===== src/rtl/pong_pkg.sv =====
// pong_pkg: shared paddle limits and quadrature event encoding for the Pong input path
package pong_pkg;
  localparam int PADDLE_POS_W = 10;
  localparam int PADDLE_MIN   = 0;
  localparam int PADDLE_MAX   = 520;
  localparam int PADDLE_INIT  = 260;
  typedef enum logic [1:0] {
    QUAD_NONE = 2'd0,
    QUAD_CW   = 2'd1,
    QUAD_CCW  = 2'd2,
    QUAD_ERR  = 2'd3
  } quad_ev_t;
  // Gray {a,b} to phase index: 00->0, 10->1, 11->2, 01->3
  function automatic logic [1:0] quad_idx(input logic [1:0] ab);
    return {ab[0], ab[1] ^ ab[0]};
  endfunction
  function automatic quad_ev_t quad_decode(input logic [1:0] prev, input logic [1:0] cur);
    logic [1:0] d;
    d = quad_idx(cur) - quad_idx(prev);
    return d == 2'd1 ? QUAD_CW : d == 2'd3 ? QUAD_CCW : d == 2'd2 ? QUAD_ERR : QUAD_NONE;
  endfunction
endpackage


===== src/rtl/pin_sync_filter.sv =====
// pin_sync_filter: metastability synchroniser followed by a stable-count glitch filter
module pin_sync_filter #(
  parameter int SYNC_STAGES = 2,
  parameter int FILT_LEN    = 4
) (
  input  logic clk,
  input  logic rst,
  input  logic pin_i,
  output logic filt_o
);
  localparam int CW = $clog2(FILT_LEN + 1);
  logic [SYNC_STAGES-1:0] sync_q;
  logic [CW-1:0] cnt_q, cnt_d;
  logic filt_q, filt_d, diff, done;
  always_comb begin
    diff   = sync_q[SYNC_STAGES-1] != filt_q;
    done   = diff && (cnt_q == CW'(FILT_LEN - 1));
    cnt_d  = (diff && !done) ? cnt_q + 1'b1 : '0;
    filt_d = done ? ~filt_q : filt_q;
  end
  always_ff @(posedge clk) begin
    if (rst) begin
      sync_q <= '0;
      cnt_q  <= '0;
      filt_q <= 1'b0;
    end else begin
      sync_q <= {sync_q[SYNC_STAGES-2:0], pin_i};
      cnt_q  <= cnt_d;
      filt_q <= filt_d;
    end
  end
  assign filt_o = filt_q;
endmodule


===== src/rtl/quad_paddle_ctrl.sv =====
// quad_paddle_ctrl: filtered x4 quadrature decoder driving a saturating paddle position
module quad_paddle_ctrl
  import pong_pkg::*;
#(
  parameter int POS_W       = PADDLE_POS_W,
  parameter int POS_MIN     = PADDLE_MIN,
  parameter int POS_MAX     = PADDLE_MAX,
  parameter int POS_INIT    = PADDLE_INIT,
  parameter int STEP        = 2,
  parameter int SYNC_STAGES = 2,
  parameter int FILT_LEN    = 4
) (
  input  logic             clk,
  input  logic             rst,
  input  logic             rot_a,
  input  logic             rot_b,
  input  logic             center_req,
  output logic [POS_W-1:0] pos,
  output logic             step_cw,
  output logic             step_ccw,
  output logic             quad_err,
  output logic [7:0]       err_cnt
);
  localparam int PRIME_N = SYNC_STAGES + FILT_LEN + 1;
  localparam int PW      = $clog2(PRIME_N + 1);
  typedef logic [POS_W:0] wpos_t;
  localparam wpos_t P_MIN  = wpos_t'(POS_MIN);
  localparam wpos_t P_MAX  = wpos_t'(POS_MAX);
  localparam wpos_t P_INIT = wpos_t'(POS_INIT);
  localparam wpos_t P_STEP = wpos_t'(STEP);
  logic fa, fb, primed;
  logic [1:0] state, prev_q;
  logic [PW-1:0] prime_q, prime_d;
  quad_ev_t ev;
  wpos_t pos_q, pos_d, up, dn;
  logic [7:0] err_q, err_d;
  logic cw_q, ccw_q, qerr_q;
  pin_sync_filter #(.SYNC_STAGES(SYNC_STAGES), .FILT_LEN(FILT_LEN)) u_fa (
    .clk(clk), .rst(rst), .pin_i(rot_a), .filt_o(fa)
  );
  pin_sync_filter #(.SYNC_STAGES(SYNC_STAGES), .FILT_LEN(FILT_LEN)) u_fb (
    .clk(clk), .rst(rst), .pin_i(rot_b), .filt_o(fb)
  );
  always_comb begin
    state   = {fa, fb};
    primed  = prime_q == PW'(PRIME_N);
    prime_d = primed ? prime_q : prime_q + 1'b1;
    ev      = primed ? quad_decode(prev_q, state) : QUAD_NONE;
    up      = (pos_q + P_STEP > P_MAX) ? P_MAX : pos_q + P_STEP;
    dn      = (pos_q < P_MIN + P_STEP) ? P_MIN : pos_q - P_STEP;
    pos_d   = center_req ? P_INIT : ev == QUAD_CW ? up : ev == QUAD_CCW ? dn : pos_q;
    err_d   = (ev == QUAD_ERR && err_q != 8'hff) ? err_q + 1'b1 : err_q;
  end
  always_ff @(posedge clk) begin
    if (rst) begin
      prime_q <= '0;
      prev_q  <= '0;
      pos_q   <= P_INIT;
      err_q   <= '0;
      cw_q    <= 1'b0;
      ccw_q   <= 1'b0;
      qerr_q  <= 1'b0;
    end else begin
      prime_q <= prime_d;
      prev_q  <= state;
      pos_q   <= pos_d;
      err_q   <= err_d;
      cw_q    <= ev == QUAD_CW;
      ccw_q   <= ev == QUAD_CCW;
      qerr_q  <= ev == QUAD_ERR;
    end
  end
  assign pos      = pos_q[POS_W-1:0];
  assign step_cw  = cw_q;
  assign step_ccw = ccw_q;
  assign quad_err = qerr_q;
  assign err_cnt  = err_q;
endmodule


===== config.mk =====
export PLATFORM = sky130hd
export DESIGN_NAME = quad_paddle_ctrl
export DESIGN_NICKNAME = d
export VERILOG_FILES = /design/src/rtl/pong_pkg.sv /design/src/rtl/pin_sync_filter.sv /design/src/rtl/quad_paddle_ctrl.sv
export SDC_FILE = /design/constraint.sdc
export NUM_CORES = 1
export LEC_CHECK = 0
export ABC_AREA = 1
export ABC_CLOCK_PERIOD_IN_PS = 7350
export CAP_MARGIN = 20
export CORE_MARGIN = 5
export CORE_UTILIZATION = 55
export CTS_CLUSTER_SIZE = 28
export DETAILED_ROUTE_END_ITERATION = 8
export DONT_BUFFER_PORTS = 1
export PLACE_DENSITY_LB_ADDON = 0.1
export SLEW_MARGIN = 10
export SYNTH_ARGS = -nofsm -noshare
export SYNTH_HDL_FRONTEND = slang
export SYNTH_SLANG_ARGS = --single-unit

===== constraint.sdc =====
create_clock -name clk -period 7.35 [get_ports clk]
set_clock_uncertainty 0.15 [all_clocks]
set_input_delay 1.1025 -clock clk [delete_from_list [all_inputs] [get_ports clk]]
set_output_delay 1.1025 -clock clk [all_outputs]
set_load 0.02 [all_outputs]

==> results.cfg <==
[route]
route.antenna.remaining_nets = 0
vias = 1920
drt_iter0_drc = 64
drc = 0
wl_um = 4540
viasPerCell = 5.01
drt-pass1-iter-count = 4
wire_per_inst_um = 11.9

[setup_path]
critPathTopFamily = compound AO/OA/AOI/OAI gates
crit_cells = 15
rr_worst_depth = 15
path_max_fanout = 8
crit_type = flip-flop to flip-flop
arrival_ns = 3.03
path_cells = xnor2_1, ha_1, xor2_1, xor2_1, inv_1, ha_1, nor2_1, nor3_1, ha_1, inv_1, a21oi_1, nand2_1, o21ai_0, inv_1, nor2_1
max_stage_delay_ns = 0.45
cp-end-kind = flip-flop
worst-path-buf-inv = 3
cp_slowest_cell = a21oi_1
critPathLaunchType = flip-flop
cp.required_ns = 7.42

[global_routing]
grt_pass1_wl_um = 7570
grt_pass1_vias = 1710
grt_max_degree = 18
grt.overflow.total = 0
gr-usage-all-layers = 0.170
antenna_found_initial = 0

[placed_design]
preCtsSetupSlack_ns = 4.42
port_buffers = 0
place_congestion = 0.826
dp_hpwl_um = 3570

[floorplan]
die_x_um = 75.9
io_pins = 26
rows = 24
die_area_um2 = 5760
core_um2 = 4290
initial_core_util = 0.556
die_h_um = 75.9

[clocking]
post_cts_buffers = 0
clk_pin_slew_ns = 0.07
numCtsBuffers = 5
cts.path.max_buffers = 2
cts_tree = done
cts.htree.levels = 2
post_cts_resized = 0
cts_num_sinks = 38
clock_latency_ns = 0.28
cts_hold_buf = 0
root_buffer = clkbuf_8

[timing]
finalHoldViolCount = 0
rsz0062_at_grt = false
fmaxAchievable_mhz = 337
fin_tns_setup_ns = 0
relSlewSlack = 0.621
maxSlewViolCount = 0
setup_viol = 0
setup_ws_ns = 4.38
finalCritPeriodShare = 0.404
fin_crit_ns = 2.97
worst_slew_pin_slew_ns = 0.566

[pwr]
powerDensity_nw_per_um2 = 158
leakage_nw = 1.18
vdd_drop_max_uv = 67.8

[synth]
synth_most_common_cell = nand2_1
yosysTopAreaCellShare = 0.319
ys_async_sr_fraction = 0
netlist_area_um2 = 2390
avgSynthCellArea_um2 = 7.04
synth_fp_nets = 360
synth-edff-count = 0
ys.flop_type = dfxtp_1
synth.distinct_cells = 32
synth_cells = 339
synth_top_cell_by_area = dfxtp_1
synth_top_cells_by_area = dfxtp_1 32%, nand2_1 9.3%, inv_1 8.5%, ha_1 8.4%, nor2_1 7.7%
ys_seq_area_frac = 0.319
synth_commonest_cells = 59 x nand2_1, 54 x inv_1, 49 x nor2_1
yosysWarningCount = 0
ys_ff_latch = 38

[run_status]
status = complete, no violations

[final_layout]
synthToLayoutAreaGrowth_pct = 2.78
num_antenna_cells = 0
fin_nets = 351
fillers = 436
layout-drive-gt1-share = 0.0967

[worst_hold_path]
min_path_type = flip-flop to flip-flop
worstHoldPathCells = 2

[flow_run]
drv_cap = 0
## path summary, 6_finish.rpt
| path | to | start | slack, ns |
|---|---|---|---|
| max | err_cnt[5] | u_fa.filt_o | 4.38 |
| min reg2reg | u_fb.sync_q[1] | u_fb.sync_q[0] | 0.25 |
| min | u_fb.sync_q[1] | u_fb.sync_q[0] | 0.25 |
| max reg2reg | err_cnt[5] | u_fa.filt_o | 4.38 |
## layout make-up
| type | count | area (µm²) | area share |
|---|---|---|---|
| flip-flops and latches | 38 | 761 | 0.310 |
| clock buffers | 5 | 68.8 | 0.0280 |
| inverters | 55 | 206 | 0.0841 |
| multi-input cells | 230 | 1310 | 0.535 |
| clock inverters | 3 | 40.0 | 0.0163 |
| well taps | 52 | 65.1 | 0.0265 |
## placed cells by master (no fill, tap or decap), types with 2 or more instances in the layout
master    synthesis  routed
nand2_1          59      59
inv_1            54      54
nor2_1           49      49
dfxtp_1          38      38
o21ai_0          22      22
nand3_1          17      17
ha_1             16      16
a21oi_1          14      14
xor2_1           10      10
nand4_1           7       7
nand2_2           7       7
clkbuf_8          0       5
nand3_2           4       4
nor2_4            4       4
xnor2_1           3       3
nor3_1            2       2
o211ai_1          2       2
nand2_4           2       2
a21oi_2           2       2
clkinv_2          0       2
## power breakdown
| group | internal, mW | leakage (nW) | total, mW | switching (mW) |
|---|---|---|---|---|
| Sequential | 0.209 | 0.308 | 0.210 | 0.00147 |
| Combinational | 0.00269 | 0.818 | 0.00746 | 0.00477 |
| Clock | 0.0998 | 0.0579 | 0.169 | 0.0692 |
| Total | 0.311 | 1.18 | 0.387 | 0.0754 |
## sequential cells by signal, summed over array words and instances, names as in the netlist
name	count
pos_q	10
err_cnt	8
u_fa.sync_q	2
u_fb.filt_o	1
prime_q	3
step_cw	1
u_fa.filt_o	1
quad_err	1
u_fb.cnt_q	3
u_fb.sync_q	2
u_fa.cnt_q	3
step_ccw	1
prev_q	2
## layer usage
layer / vias to the layer above / share of wire / track usage
met5: - / 0 / 0
met4: 0 / 0.0075 / 0.0583
met3: 2 / 0.041 / 0.0409
met2: 34 / 0.47 / 0.285
met1: 849 / 0.48 / 0.213
li1: 1035 / - / -
## logic make-up after synthesis
family,share of synthesized area
buf+inv,0.132
other cells,0.00157
simple gates,0.312
flops,0.319
compound gates,0.104
fa+ha+maj,0.0839
xor+xnor,0.0477
## worst reg2reg max path: stages, from the launching register on
cell and delay [ns]:
dfxtp_1 0.35, xnor2_1 0.13, ha_1 0.20, xor2_1 0.15, xor2_1 0.16, inv_1 0.08
ha_1 0.15, nor2_1 0.04, nor3_1 0.27, ha_1 0.23, inv_1 0.05, a21oi_1 0.45
nand2_1 0.16, o21ai_0 0.18, inv_1 0.05, nor2_1 0.09
## through the flow
step	instances	hold slack, ns	cell area, µm²	total power [mW]	utilization
after floorplan	339	0.238	2390	0.222	-
after global placement	375	0.240	2340	0.222	0.546
after detailed placement	375	0.246	2340	0.223	0.546
after CTS	383	0.256	2450	0.393	0.571
after global routing	383	0.258	2450	0.407	0.571
final	383	0.253	2450	0.387	0.571
Power figures use the tool's default switching activity.
